==> src/rtl/uart_apb_ctrl.sv <==
// APB UART: byte FIFOs, baud-timed TX/RX FSMs, sticky error flags, maskable irq.
// Define UART_PARITY_EN to build the parity generator/checker and its CTRL/STATUS bits.
module uart_apb_ctrl #(
  parameter int DATA_BITS  = 8,
  parameter int FIFO_DEPTH = 8,
  parameter int DIV_WIDTH  = 16
) (
  input  logic        clk_i,
  input  logic        rst_i,
  input  logic        psel_i,
  input  logic        penable_i,
  input  logic        pwrite_i,
  input  logic [4:0]  paddr_i,
  input  logic [31:0] pwdata_i,
  output logic [31:0] prdata_o,
  output logic        pready_o,
  output logic        pslverr_o,
  input  logic        rx_i,
  output logic        tx_o,
  output logic        irq_o
);
  localparam int AW = $clog2(FIFO_DEPTH);
  localparam int PW = AW + 1;
  localparam logic [2:0] BIT_LAST = 3'(DATA_BITS - 1);
`ifdef UART_PARITY_EN
  localparam logic HAS_PAR = 1'b1;
`else
  localparam logic HAS_PAR = 1'b0;
`endif

  typedef enum logic [2:0] {S_IDLE, S_START, S_DATA, S_PAR, S_STOP} st_e;

  // ctrl: stop2, par_odd, par_en, rx_en, tx_en; err: parity, frame, overrun
  logic [DIV_WIDTH-1:0] div_q, div_d;
  logic [4:0] ctrl_q, ctrl_d;
  logic [2:0] ien_q, ien_d, err_q, err_d;
  logic irq_q, irq_d, tx_q, tx_d;
  logic [DATA_BITS-1:0] txm_q [FIFO_DEPTH];
  logic [DATA_BITS-1:0] rxm_q [FIFO_DEPTH];
  logic [PW-1:0] txw_q, txw_d, txr_q, txr_d;
  logic [PW-1:0] rxw_q, rxw_d, rxr_q, rxr_d;
  logic [PW-1:0] tx_lvl, rx_lvl;
  logic tx_empty, tx_full, rx_empty, rx_full;
  logic [DATA_BITS-1:0] tx_head, rx_head;

  st_e tx_st_q, tx_st_d, rx_st_q, rx_st_d;
  logic [DIV_WIDTH-1:0] tx_cnt_q, tx_cnt_d, tx_lim_q, tx_lim_d;
  logic [DIV_WIDTH-1:0] rx_cnt_q, rx_cnt_d, rx_lim_q, rx_lim_d;
  logic [2:0] tx_bit_q, tx_bit_d, rx_bit_q, rx_bit_d;
  logic [DATA_BITS-1:0] tx_sh_q, tx_sh_d, rx_sh_q, rx_sh_d;
  logic tx_par_q, tx_par_d, tx_stp_q, tx_stp_d, rx_bad_q, rx_bad_d;
  logic rs1_q, rs2_q, rs3_q;
  logic tx_pop, tx_rl, tx_end, tx_busy, rx_rl, rx_end;
  logic rx_push, set_fe, set_pe, ovr;
  logic [DIV_WIDTH:0] rx_half;

  logic acc, wr, rd, tx_wr, rx_wr, rx_pop, tx_flush, rx_flush;
  logic [2:0] idx, w1c;
  logic [31:0] rdata;
  logic unused_ok;

  assign unused_ok = ^{paddr_i[1:0], pwdata_i};
  assign idx       = paddr_i[4:2];
  assign acc       = psel_i & penable_i;
  assign wr        = acc & pwrite_i;
  assign rd        = acc & ~pwrite_i;
  assign pready_o  = acc;
  assign tx_o      = tx_q;
  assign irq_o     = irq_q;

  assign tx_lvl   = txw_q - txr_q;
  assign rx_lvl   = rxw_q - rxr_q;
  assign tx_empty = tx_lvl == '0;
  assign rx_empty = rx_lvl == '0;
  assign tx_full  = tx_lvl == PW'(FIFO_DEPTH);
  assign rx_full  = rx_lvl == PW'(FIFO_DEPTH);
  assign tx_head  = txm_q[txr_q[AW-1:0]];
  assign rx_head  = rxm_q[rxr_q[AW-1:0]];
  assign tx_busy  = tx_st_q != S_IDLE;

  assign tx_wr    = wr & (idx == 3'd0) & ~tx_full;
  assign rx_pop   = rd & (idx == 3'd1) & ~rx_empty;
  assign tx_flush = wr & (idx == 3'd3) & pwdata_i[5];
  assign rx_flush = wr & (idx == 3'd3) & pwdata_i[6];
  assign w1c      = (wr && idx == 3'd4) ? pwdata_i[6:4] : 3'd0;
  assign ovr      = rx_push & rx_full & ~rx_pop;
  assign rx_wr    = rx_push & ~ovr;
  assign rx_half  = ({1'b0, rx_lim_q} + (DIV_WIDTH+1)'(1)) >> 1;

  assign pslverr_o = acc & (
    (idx == 3'd0 & pwrite_i & tx_full) |
    (idx == 3'd1 & ~pwrite_i & rx_empty) |
    (idx[2] & idx[1]));

  always_comb begin
    rdata = '0;
    unique case (idx)
      3'd1: rdata = rx_empty ? 32'd0 : 32'(rx_head);
      3'd2: rdata = 32'(div_q);
      3'd3: rdata = 32'(ctrl_q);
      3'd4: begin
        rdata[7:0]     = {tx_busy, err_q, rx_full, rx_empty, tx_full, tx_empty};
        rdata[8 +: PW] = rx_lvl;
      end
      3'd5: rdata = 32'(ien_q);
      default: rdata = '0;
    endcase
  end
  assign prdata_o = rd ? rdata : 32'd0;

  always_comb begin
    div_d  = div_q;
    ctrl_d = ctrl_q;
    ien_d  = ien_q;
    if (wr && idx == 3'd2) div_d = pwdata_i[DIV_WIDTH-1:0];
    if (wr && idx == 3'd3)
      ctrl_d = {pwdata_i[4], pwdata_i[3] & HAS_PAR,
                pwdata_i[2] & HAS_PAR, pwdata_i[1:0]};
    if (wr && idx == 3'd5) ien_d = pwdata_i[2:0];
    // a flag set in the same cycle as its W1C write wins
    err_d = (err_q & ~w1c) | {set_pe & HAS_PAR, set_fe, ovr};
    irq_d = |(ien_q & {|err_q, tx_empty & ~tx_busy, ~rx_empty});
    txw_d = txw_q + PW'(tx_wr);
    txr_d = txr_q + PW'(tx_pop);
    rxw_d = rxw_q + PW'(rx_wr);
    rxr_d = rxr_q + PW'(rx_pop);
    if (tx_flush) begin txw_d = '0; txr_d = '0; end
    if (rx_flush) begin rxw_d = '0; rxr_d = '0; end
  end

  always_comb begin
    tx_st_d  = tx_st_q;
    tx_cnt_d = tx_cnt_q + DIV_WIDTH'(1);
    tx_lim_d = tx_lim_q;
    tx_bit_d = tx_bit_q;
    tx_sh_d  = tx_sh_q;
    tx_par_d = tx_par_q;
    tx_stp_d = tx_stp_q;
    tx_pop   = 1'b0;
    tx_rl    = 1'b0;
    tx_end   = tx_cnt_q == tx_lim_q;
    unique case (tx_st_q)
      S_IDLE: begin
        tx_rl    = 1'b1;
        tx_stp_d = 1'b0;
        tx_bit_d = '0;
        if (ctrl_q[0] && !tx_empty) begin
          tx_pop   = 1'b1;
          tx_st_d  = S_START;
          tx_sh_d  = tx_head;
          tx_par_d = ^tx_head;
        end
      end
      S_START: if (tx_end) begin
        tx_rl   = 1'b1;
        tx_st_d = S_DATA;
      end
      S_DATA: if (tx_end) begin
        tx_rl    = 1'b1;
        tx_sh_d  = tx_sh_q >> 1;
        tx_bit_d = tx_bit_q + 3'd1;
        if (tx_bit_q == BIT_LAST) tx_st_d = ctrl_q[2] ? S_PAR : S_STOP;
      end
      S_PAR: if (tx_end) begin
        tx_rl   = 1'b1;
        tx_st_d = S_STOP;
      end
      S_STOP: if (tx_end) begin
        tx_rl = 1'b1;
        if (ctrl_q[4] && !tx_stp_q) tx_stp_d = 1'b1;
        else tx_st_d = S_IDLE;
      end
      default: tx_st_d = S_IDLE;
    endcase
    if (tx_rl) begin
      tx_cnt_d = '0;
      tx_lim_d = div_q;
    end
    // line level follows the next state so tx_o lines up with tx_st_q
    unique case (tx_st_d)
      S_START: tx_d = 1'b0;
      S_DATA:  tx_d = tx_sh_d[0];
      S_PAR:   tx_d = tx_par_d ^ ctrl_q[3];
      default: tx_d = 1'b1;
    endcase
  end

  always_comb begin
    rx_st_d  = rx_st_q;
    rx_cnt_d = rx_cnt_q + DIV_WIDTH'(1);
    rx_lim_d = rx_lim_q;
    rx_bit_d = rx_bit_q;
    rx_sh_d  = rx_sh_q;
    rx_bad_d = rx_bad_q;
    rx_push  = 1'b0;
    set_fe   = 1'b0;
    set_pe   = 1'b0;
    rx_rl    = 1'b0;
    rx_end   = rx_cnt_q == rx_lim_q;
    unique case (rx_st_q)
      S_IDLE: begin
        rx_rl    = 1'b1;
        rx_bad_d = 1'b0;
        rx_bit_d = '0;
        if (ctrl_q[1] && rs3_q && !rs2_q) rx_st_d = S_START;
      end
      S_START: if ({1'b0, rx_cnt_q} + (DIV_WIDTH+1)'(1) >= rx_half) begin
        rx_rl   = 1'b1;
        rx_st_d = rs2_q ? S_IDLE : S_DATA;
      end
      S_DATA: if (rx_end) begin
        rx_rl    = 1'b1;
        rx_sh_d  = {rs2_q, rx_sh_q[DATA_BITS-1:1]};
        rx_bit_d = rx_bit_q + 3'd1;
        if (rx_bit_q == BIT_LAST) rx_st_d = ctrl_q[2] ? S_PAR : S_STOP;
      end
      S_PAR: if (rx_end) begin
        rx_rl   = 1'b1;
        rx_st_d = S_STOP;
        if ((^rx_sh_q ^ rs2_q) != ctrl_q[3]) begin
          rx_bad_d = 1'b1;
          set_pe   = 1'b1;
        end
      end
      S_STOP: if (rx_end) begin
        rx_st_d = S_IDLE;
        if (!rs2_q) set_fe = 1'b1;
        else if (!rx_bad_q) rx_push = 1'b1;
      end
      default: rx_st_d = S_IDLE;
    endcase
    if (rx_rl) begin
      rx_cnt_d = '0;
      rx_lim_d = div_q;
    end
    if (!ctrl_q[1]) rx_st_d = S_IDLE;
  end

  always_ff @(posedge clk_i) begin
    if (tx_wr) txm_q[txw_q[AW-1:0]] <= pwdata_i[DATA_BITS-1:0];
    if (rx_wr) rxm_q[rxw_q[AW-1:0]] <= rx_sh_q;
  end

  always_ff @(posedge clk_i) begin
    if (rst_i) begin
      div_q <= '1; ctrl_q <= '0; ien_q <= '0; err_q <= '0;
      irq_q <= 1'b0; tx_q <= 1'b1;
      txw_q <= '0; txr_q <= '0; rxw_q <= '0; rxr_q <= '0;
      tx_st_q <= S_IDLE; tx_cnt_q <= '0; tx_lim_q <= '0;
      tx_bit_q <= '0; tx_sh_q <= '0; tx_par_q <= 1'b0; tx_stp_q <= 1'b0;
      rx_st_q <= S_IDLE; rx_cnt_q <= '0; rx_lim_q <= '0;
      rx_bit_q <= '0; rx_sh_q <= '0; rx_bad_q <= 1'b0;
      rs1_q <= 1'b1; rs2_q <= 1'b1; rs3_q <= 1'b1;
    end else begin
      div_q <= div_d; ctrl_q <= ctrl_d; ien_q <= ien_d; err_q <= err_d;
      irq_q <= irq_d; tx_q <= tx_d;
      txw_q <= txw_d; txr_q <= txr_d; rxw_q <= rxw_d; rxr_q <= rxr_d;
      tx_st_q <= tx_st_d; tx_cnt_q <= tx_cnt_d; tx_lim_q <= tx_lim_d;
      tx_bit_q <= tx_bit_d; tx_sh_q <= tx_sh_d; tx_par_q <= tx_par_d;
      tx_stp_q <= tx_stp_d;
      rx_st_q <= rx_st_d; rx_cnt_q <= rx_cnt_d; rx_lim_q <= rx_lim_d;
      rx_bit_q <= rx_bit_d; rx_sh_q <= rx_sh_d; rx_bad_q <= rx_bad_d;
      rs1_q <= rx_i; rs2_q <= rs1_q; rs3_q <= rs2_q;
    end
  end
endmodule

==> config.mk <==
export PLATFORM = sky130hd
export DESIGN_NAME = uart_apb_ctrl
export DESIGN_NICKNAME = d
export VERILOG_FILES = /design/src/rtl/uart_apb_ctrl.sv
export SDC_FILE = /design/constraint.sdc
export NUM_CORES = 1
export LEC_CHECK = 0
export CORE_UTILIZATION = 40
export CTS_BUF_LIST = sky130_fd_sc_hd__clkbuf_8
export CTS_CLUSTER_SIZE = 25
export DETAILED_ROUTE_END_ITERATION = 10
export DONT_BUFFER_PORTS = 1
export SKIP_LAST_GASP = 1
export SLEW_MARGIN = 10
export SYNTH_ARGS = -nofsm -noshare
export SYNTH_HDL_FRONTEND = slang
export SYNTH_SLANG_ARGS = --single-unit
export TNS_END_PERCENT = 30
==> constraint.sdc <==
create_clock -name clk_i -period 3.5 [get_ports clk_i]
set_input_delay 0.525 -clock clk_i [delete_from_list [all_inputs] [get_ports clk_i]]
set_output_delay 0.525 -clock clk_i [all_outputs]
set_load 0.01 [all_outputs]
==> results of run 1 <==
[metrics by stage]
stage	worst slack [ns]	total power, mW	setup TNS (ns)	utilization
floorplan	-0.1685	3.526	-1.348	-
global placement	0.2216	3.539	0	0.4281
detailed placement	0.1996	3.541	0	0.4281
CTS	-0.05051	6.316	-0.1598	0.4580
global route	-0.08919	6.478	-0.7073	0.4594
finish	0.1289	6.238	0	0.4595
[critical path, delay by kind of cell, from the launching register on]
kind,cells,cell delay [ns]
simple gates,3,0.62
fa+ha+maj,2,0.59
flops,1,0.34
compound gates,2,0.30
buf+inv,2,0.24
xor+xnor,1,0.22
[per-layer routing]
metal | vias up | share of wire
met2 | 123 | 0.47
met3 | 35 | 0.048
met5 | - | 0
met1 | 3856 | 0.46
li1 | 4061 | -
met4 | 0 | 0.019
[registers in the layout, summed over array words and instances (netlist names), 4 cells and up]
signal / count
div_q: 16
rx_cnt_q: 16
rxw_q: 4
rxm_q: 64
tx_cnt_q: 16
rxr_q: 4
tx_lim_q: 16
txr_q: 4
rx_lim_q: 16
txm_q: 64
rx_sh_q: 8
tx_sh_q: 8
txw_q: 4
[power breakdown]
part | total (mW) | switching (mW) | internal (mW) | leakage, nW
Clock | 2.76 | 1.25 | 1.51 | 0.519
Combinational | 0.144 | 0.0802 | 0.0634 | 2.23
Sequential | 3.33 | 0.0260 | 3.31 | 2.32
Total | 6.24 | 1.36 | 4.88 | 5.07
[worst max-delay path by stage]
| stage | end | from | depth (start not counted) | slack (ns) |
|---|---|---|---|---|
| 2_1_floorplan | rxm_q[0][0] | rxr_q[1] | 11 | -0.17 |
| 3_3_place_gp | rx_lim_q[4] | rx_lim_q[9] | 14 | 0.22 |
| 3_5_place_dp | rx_lim_q[4] | rx_cnt_q[3] | 12 | 0.20 |
| 4_1_cts | pslverr_o | txw_q[1] | 9 | -0.05 |
| 5_1_grt | pslverr_o | txw_q[1] | 9 | -0.09 |
| 6_report | prdata_o[3] | rxw_q[0] | 10 | 0.13 |
[cells by family (layout without fill, tap and decap cells)]
family                   after synthesis  in the layout  synth area share
flip-flops                           269            269            0.5319
adder cells (fa/ha/maj)               38             38           0.03853
XOR/XNOR                             102            102           0.07128
AND/OR/NAND/NOR                      378            378            0.1512
other                                  1             17         0.0002992
AO/OA/AOI/OAI                        143            143           0.07657
buffers and inverters                 86            160           0.03594
multiplexers                          87             87           0.09424
[layout make-up]
cell class	instances	share of cell area
Sequential cell	269	0.4733
Multi-Input combinational cell	764	0.3928
Clock buffer	52	0.05078
Tap cell	396	0.03516
Timing Repair Buffer	53	0.02850
Clock inverter	32	0.01323
Inverter	23	0.006126
Antenna cell	1	0.0001776
[timing repair]
action                                  4_1_cts  5_1_grt
gates resized for setup                       6       11
endpoints found under the setup margin        9       34
cloned                                        0        0
pin swaps                                     0        5
buffers inserted                              0        0
hold buffers                                  0        0
[synth_stat cells (5+ instances only)]
| library cell | count | area (sq um) |
|---|---|---|
| nand4_1 | 19 | 118.9 |
| nor2b_1 | 25 | 156.4 |
| o21ai_1 | 16 | 80.08 |
| o21a_1 | 6 | 45.04 |
| buf_2 | 13 | 65.06 |
| or3b_1 | 15 | 131.4 |
| nand2_1 | 74 | 277.8 |
| o22a_1 | 5 | 43.79 |
| a211oi_1 | 12 | 90.09 |
| or3_1 | 6 | 37.54 |
| and3_1 | 17 | 106.4 |
| xnor2_1 | 78 | 683.2 |
| a311oi_1 | 11 | 96.34 |
| clkbuf_1 | 26 | 97.59 |
| buf_4 | 18 | 135.1 |
| mux4_2 | 22 | 495.5 |
| nor2_1 | 131 | 491.7 |
| a22oi_1 | 12 | 90.09 |
| xor2_1 | 24 | 210.2 |
| a21oi_1 | 45 | 225.2 |
| nand3_1 | 31 | 155.2 |
| o21ai_0 | 10 | 50.05 |
| dfxtp_1 | 141 | 2823 |
| edfxtp_1 | 128 | 3844 |
| and2_1 | 12 | 75.07 |
| inv_1 | 21 | 78.83 |
| nor3_1 | 15 | 75.07 |
| ha_1 | 37 | 462.9 |
| mux2i_1 | 61 | 610.6 |
| nand2b_1 | 10 | 62.56 |
==> run_results.csv, run 1 <==
group,metric,value,unit
status,status,"complete, no violations",
setup_path,path_class,"reg -> out",
finish,area_growth,12.45,%
synthesis,synth-edff-count,128,
synthesis,async_reset_ff_frac,0,
place,portBuffers,0,
hold_path,hp-class,"in -> reg",
clock_network,cts_tree,"yes",
sta,tightest_slew,0.7340,ns
synthesis,synth_top_flop_cell,"dfxtp_1",
clock_network,clk_path_buf_depth,3,
route,wl_per_cell,17.24,microns
synthesis,ys_warn_count,0,
place,gp_congestion,0.8430,
floorplan,initial_core_util,0.4087,
sta,min_period,3.371,ns
setup_path,r2r_slack,0.31,ns
floorplan,die_x,179.0,microns
synthesis,synth_cells,1104,
sta,setup_viol,0,
clock_network,cts-root-buf,"clkbuf_8",
setup_path,critPathLaunchType,"register",
route,drt-initial-drc-count,453,
synthesis,yosysSeqAreaShare,0.5319,
setup_path,cp_max_fo,3,
place,place_area,0.01313,sq mm
hold_path,whs_endpoint,"tx_bit_q[1]",
finish,layout_commonest_cell,"dfxtp_1",
power_and_ir_drop,power.density,442.6,mW/mm^2
setup_path,r2r_cells,12,
setup_path,r2r-end,"rx_cnt_q[12]",
global_routing,grt_usage,0.1760,
job,max_cap_violations,0,
finish,regArea,0.006670,sq mm
sta,finClkSkew,0.01657,ns
finish,nFillCells,2857,
global_routing,grt_pass1_wl,43350,microns
setup_path,arrival,2.85,ns
finish,multi_input_area,0.005535,sq mm
power_and_ir_drop,ir_worst_vdd,0.3043,mV
global_routing,grt_pass1_vias,7971,
sta,fmax,0.2966,GHz
sta,grt_setup_unrepaired,"yes",
place,placed_cells,1505,
finish,layout_common_cells,"dfxtp_1 (138), nor2_1 (128), edfxtp_1 (128)",
floorplan,rows,64,
floorplan,die_h,179.0,microns
power_and_ir_drop,leakage,5.067,nW
hold_path,holdCritStartpoint,"rst_i",
floorplan,core_area,0.03067,sq mm
global_routing,grt_util_met3,0.04304,
clock_network,clock_latency,0.55,ns
finish,fin_cells,1590,
global_routing,grtUsageMet2,0.2884,
global_routing,grt.overflow.total,0,
global_routing,grtUsageMet1,0.2287,
global_routing,antenna_found_initial,1,
finish,drive_above_1_share,0.1408,
setup_path,worstPathCellList,"inv_1 > ha_1 > fa_2 > xor2_2 > nand3_1 > nor4_1 > a21oi_1 > o22a_1 > nor2_2 > buf_4",
floorplan,dieArea,0.03204,sq mm
route,vias,8075,
sta,whs,0.06297,ns
hold_path,whs_path_depth,1,
global_routing,grt_max_degree,74,
route,drt_wl_total,27410,microns
global_routing,busiest_layer,"met2",
finish,nNetsFinal,1238,
finish,final_area,0.01409,sq mm
sta,period_share,0.9632,
synthesis,netlist_area,0.01253,sq mm
clock_network,htreeDepth,2,
sta,relSlewSlack,0.5106,
place,dp_hpwl,19370,microns
clock_network,cts.sinks,269,
floorplan,ios,79,
sta,drv_slew,0,
setup_path,r2r_start,"rx_lim_q[1]",
route,post-route-drc-count,0,
setup_path,cp-end-kind,"primary output",
route,drtAntennaViolNets,0,
clock_network,clk_pin_slew_worst_paths,0.06,ns
clock_network,cts_buffers,46,
setup_path,slowest_delay,0.37,ns
setup_path,cpMaxStageDelayCell,"fa_2",
route,drt_first_pass_iters,5,
route,vias_per_cell,5.079,
synthesis,syn_avg_cell_area,11.35,sq um
synthesis,synthDistinctLibCells,71,
sta,hold_violations,0,
synthesis,synth-seq-cells,269,
setup_path,crit_required,2.97,ns
Note: power is estimated with default switching activity, not from simulation.
==> run 2, diff against run 1 <==
--- a/config.mk
+++ b/config.mk
@@ -5,11 +5,16 @@
 export SDC_FILE = /design/constraint.sdc
 export NUM_CORES = 1
 export LEC_CHECK = 0
+export CAP_MARGIN = 20
+export CELL_PAD_IN_SITES_DETAIL_PLACEMENT = 1
+export CELL_PAD_IN_SITES_GLOBAL_PLACEMENT = 1
 export CORE_UTILIZATION = 40
 export CTS_BUF_LIST = sky130_fd_sc_hd__clkbuf_8
 export CTS_CLUSTER_SIZE = 25
 export DETAILED_ROUTE_END_ITERATION = 10
 export DONT_BUFFER_PORTS = 1
+export PLACE_DENSITY_LB_ADDON = 0.1
+export RECOVER_POWER = 100
 export SKIP_LAST_GASP = 1
 export SLEW_MARGIN = 10
 export SYNTH_ARGS = -nofsm -noshare
==> run_results.csv, run 2 (synthesis results as in run 1) <==
group,metric,value,unit
global_routing,grt_max_degree,73,
setup_path,critPathLaunchType,"register",
setup_path,r2r_slack,0.23,ns
route,vias,8336,
floorplan,initial_core_util,0.4087,
route,wl_per_cell,19.36,microns
sta,fin_setup_tns,0,ns
floorplan,die_x,179.0,microns
sta,min_period,3.369,ns
finish,layout_common_cells,"dfxtp_1 (135), edfxtp_1 (128), nor2_1 (123)",
finish,layout_commonest_cell,"dfxtp_1",
sta,tightest_slew,1.285,ns
setup_path,r2r-end,"rx_lim_q[0]",
clock_network,cts.sinks,269,
power_and_ir_drop,power.density,453.7,mW/mm^2
hold_path,hp-class,"in -> reg",
power_and_ir_drop,total_power,6.457,mW
setup_path,crit_required,2.97,ns
floorplan,dieArea,0.03204,sq mm
finish,final_area,0.01423,sq mm
clock_network,cts_tree,"yes",
sta,relSlewSlack,0.1431,
power_and_ir_drop,leakage,5.120,nW
finish,antenna_cells,0,
finish,fin_cells,1603,
setup_path,cpMaxStageDelayCell,"dfxtp_4",
route,vias_per_cell,5.200,
route,drt_first_pass_iters,4,
finish,nNetsFinal,1249,
place,gp_congestion,0.7857,
route,drt-initial-drc-count,446,
clock_network,clk_path_buf_depth,3,
floorplan,die_h,179.0,microns
floorplan,rows,64,
setup_path,critPathCapture,"prdata_o[0]",
setup_path,r2r_start,"rx_cnt_q[4]",
clock_network,cts_buffers,47,
global_routing,grt_pass1_wl,48190,microns
sta,finClkSkew,0.02697,ns
clock_network,clock_latency,0.58,ns
clock_network,htreeDepth,2,
route,drt_wl_total,31030,microns
global_routing,antenna_found_initial,2,
global_routing,grt.overflow.total,0,
setup_path,worst-path-buf-inv,1,
finish,area_growth,13.56,%
place,placed_cells,1511,
floorplan,ios,79,
global_routing,grt_usage,0.2000,
setup_path,cp_max_fo,8,
route,highest_layer,"met5",
sta,fmax,0.2968,GHz
sta,period_share,0.9626,
place,portBuffers,0,
route,wl_met2,14720,microns
job,max_cap_violations,0,
route,wl_met3,1441,microns
clock_network,cts-root-buf,"clkbuf_8",
setup_path,cp-end-kind,"primary output",
clock_network,clk_pin_slew_worst_paths,0.06,ns
setup_path,path_class,"reg -> out",
status,status,"complete, no violations",
global_routing,grt_pass1_vias,8564,
place,place_area,0.01318,sq mm
place,dp_hpwl,21800,microns
setup_path,r2r_cells,14,
setup_path,startpoint,"rxw_q[1]",
setup_path,arrival,2.84,ns
setup_path,slowest_delay,0.38,ns
floorplan,core_area,0.03067,sq mm
sta,drv_slew,0,
route,wl_met1,13950,microns
sta,hold_violations,0,
route,drtAntennaViolNets,0,
setup_path,critPathTopFamily,"simple AND/OR/NAND/NOR gates",
route,post-route-drc-count,0,
setup_path,worstPathCellList,"ha_1 > nor2b_1 > o21a_1 > or3_1 > and2_4 > a21oi_2 > a222oi_1 > nor2_1 > buf_4",
setup_path,cp.depth,9,
finish,drive_above_1_share,0.1516,
sta,grt_setup_unrepaired,"yes",
sta,setup_viol,0,
power_and_ir_drop,ir_worst_vdd,0.2943,mV
run 2: what timing repair did:
item / in CTS / in global routing
buffers inserted: 0 / 3
hold endpoints to repair: 2 / 0
resized for setup: 4 / 29
pin swaps: 0 / 9
hold buffers: 1 / 0
setup endpoints to repair: 9 / 41
run 2: how the worst min path moves through the flow:
stage,to,start,cells past startpoint,slack (ns)
global placement,rs2_q,rs1_q,1,0.42
global route,txm_q[1][0],pwdata_i[0],0,0.01
floorplan,rs2_q,rs1_q,1,0.39
finish,txm_q[0][0],pwdata_i[0],0,0.05
CTS,tx_sh_q[1],rst_i,1,0.002
detailed placement,rs2_q,rs1_q,1,0.40
run 2: worst reg2reg max path: cells and delay by family, from the launching register on:
family                   cells  cell delay, ns
adder cells (fa/ha/maj)      1            0.31
XOR/XNOR                     1            0.16
buffers and inverters        2            0.31
flip-flops                   1            0.40
AO/OA/AOI/OAI                4            0.66
AND/OR/NAND/NOR              6            1.36
run 2: final cells by class:
cell class	count	area [sq um]
inverters	23	86.33
multi-input cells	764	5528
repair buffers	63	465.4
clock buffers	52	715.7
flip-flops and latches	269	6676
fillers	3362	16440
well taps	396	495.5
clock inverters	36	265.3
run 2: where the power goes:
group	total (mW)	switching, mW	internal (mW)
clock	2.98	1.31	1.67
combinational	0.147	0.0823	0.0651
sequential	3.33	0.0258	3.31
run 2: metrics by stage:
step	utilization	hold WS [ns]	worst slack, ns
after floorplan	-	0.3895	-0.1685
after global placement	0.4296	0.4223	0.2241
after detailed placement	0.4296	0.4002	0.07889
after CTS	0.4622	0.002078	-0.06732
after global routing	0.4641	0.01260	-0.04865
final	0.4641	0.04900	0.1309
run 2: layer usage:
metal | global-route usage | vias to the layer above
met5 | 0 | -
met4 | 0.07027 | 2
met3 | 0.04517 | 60
met2 | 0.3293 | 122
met1 | 0.2570 | 4058
li1 | - | 4094
==> run 3, diff against run 2 <==
--- a/config.mk
+++ b/config.mk
@@ -8,7 +8,7 @@
 export CAP_MARGIN = 20
 export CELL_PAD_IN_SITES_DETAIL_PLACEMENT = 1
 export CELL_PAD_IN_SITES_GLOBAL_PLACEMENT = 1
-export CORE_UTILIZATION = 40
+export CORE_UTILIZATION = 25
 export CTS_BUF_LIST = sky130_fd_sc_hd__clkbuf_8
 export CTS_CLUSTER_SIZE = 25
 export DETAILED_ROUTE_END_ITERATION = 10
==> run_results.csv, run 3 (synthesis results as in run 1) <==
group,metric,value,unit
job,max_cap_violations,0,
setup_path,crit_required,2.97,ns
power_and_ir_drop,ir_worst_vdd,0.2573,mV
setup_path,r2r_cells,12,
floorplan,rows,81,
sta,relSlewSlack,0.09849,
finish,post-route-util,0.3018,
place,dp_hpwl,24740,microns
floorplan,ios,79,
sta,finClkSkew,0.02488,ns
finish,layout_common_cells,"dfxtp_1 (138), edfxtp_1 (128), nor2_1 (125)",
sta,tightest_slew,1.352,ns
global_routing,grt_pass1_wl,55680,microns
sta,fmax,0.2917,GHz
setup_path,cp-end-kind,"primary output",
global_routing,grt_max_degree,69,
hold_path,whs_path_depth,2,
setup_path,critPathLaunchType,"register",
floorplan,dieArea,0.05103,sq mm
finish,layout_commonest_cell,"dfxtp_1",
sta,period_share,0.9795,
route,vias_per_cell,4.443,
setup_path,cp_max_fo,5,
finish,nNetsFinal,1285,
route,drtAntennaViolNets,0,
setup_path,crit_top_cell,"buf_4",
finish,antenna_cells,0,
route,wl_per_cell,18.93,microns
clock_network,htreeDepth,2,
sta,fin_setup_tns,0,ns
clock_network,cts_tree,"yes",
sta,setup_viol,0,
power_and_ir_drop,power.density,445.5,mW/mm^2
clock_network,cts_buffers,52,
sta,grt_setup_unrepaired,"yes",
clock_network,clock_latency,0.63,ns
global_routing,grt_usage,0.1465,
route,drt_first_pass_iters,4,
sta,hold_violations,0,
clock_network,cts.sinks,269,
finish,area_growth,18.38,%
place,gp_congestion,0.7498,
setup_path,worstPathCellList,"inv_1 > ha_1 > fa_2 > xor2_2 > and3_4 > o21ai_1 > buf_4 > nand3_4 > o22a_1 > a21oi_2 > buf_4",
finish,nFillCells,5450,
route,post-route-drc-count,0,
place,dp_slack,0.1206,ns
status,status,"complete, no violations",
floorplan,die_x,225.9,microns
power_and_ir_drop,total_power,6.610,mW
route,drt-initial-drc-count,232,
route,drt_wl_total,36140,microns
power_and_ir_drop,leakage,5.229,nW
sta,min_period,3.428,ns
global_routing,grt.overflow.total,0,
floorplan,core_area,0.04915,sq mm
clock_network,clk_path_buf_depth,3,
route,vias,8482,
sta,whs,0.06823,ns
sta,drv_slew,0,
sta,setup_ws,0.07180,ns
clock_network,clk_pin_slew_worst_paths,0.06,ns
finish,drive_above_1_share,0.1414,
setup_path,slowest_delay,0.36,ns
hold_path,hp-class,"in -> reg",
place,portBuffers,0,
setup_path,path_class,"reg -> out",
floorplan,die_h,225.9,microns
clock_network,cts-root-buf,"clkbuf_8",
setup_path,cpMaxStageDelayCell,"fa_2",
global_routing,antenna_found_initial,1,
setup_path,arrival,2.90,ns
floorplan,initial_core_util,0.2550,
global_routing,grt_pass1_vias,9081,
-- run 3: layer usage --
layer	global-route usage	wire [microns]
met2	0.2468	17280
met3	0.03136	1297
met4	0.05025	988
met1	0.1842	16570
met5	0	0
-- run 3: metrics by stage --
stage / instances / instance area, sq um
floorplan: 1119 / 12590
global placement: 1793 / 13620
detailed placement: 1793 / 13620
CTS: 1909 / 14890
global route: 1909 / 14840
finish: 1909 / 14840
-- run 3: cell type report --
| type | instances | area (sq um) | area share |
|---|---|---|---|
| sequential | 269 | 6675 | 0.4499 |
| tap | 664 | 830.8 | 0.05600 |
| clock buffer | 54 | 743.2 | 0.05009 |
| inverter | 23 | 86.33 | 0.005819 |
| clock inverter | 41 | 255.2 | 0.01720 |
| timing repair buffer | 94 | 685.7 | 0.04621 |
| multi-input combinational | 764 | 5560 | 0.3748 |
-- run 3: what timing repair did --
action	4_1_cts	5_1_grt
setup endpoints to repair	9	38
hold endpoints to repair	149	0
gates cloned	0	0
hold buffers	19	0
buffers inserted	2	0
pin swaps	6	3
resized for setup	17	14
-- run 3: path summary, 6_finish.rpt --
kind | start | to | slack (ns)
setup / recovery | rxw_q[0] | prdata_o[1] | 0.07
hold / removal | pwdata_i[0] | ctrl_q[0] | 0.07
setup reg to reg | rx_cnt_q[4] | rx_lim_q[4] | 0.20
hold reg to reg | rs1_q | rs2_q | 0.41
-- run 3: worst max-delay path, delay by kind of cell, from the launching register on --
| kind | cells | cell delay (ns) |
|---|---|---|
| and+or+nand+nor | 2 | 0.27 |
| DFF | 1 | 0.35 |
| AOI/OAI and AO/OA | 3 | 0.50 |
| xor gates and xnor gates | 1 | 0.16 |
| adders and majority gates | 2 | 0.58 |
| buffers and inverters | 3 | 0.41 |
-- run 3: power breakdown --
| group | internal, mW | leakage [nW] | switching (mW) |
|---|---|---|---|
| Clock | 1.65 | 0.560 | 1.42 |
| Combinational | 0.0872 | 2.35 | 0.127 |
| Sequential | 3.30 | 2.32 | 0.0231 |
| Total | 5.04 | 5.23 | 1.57 |
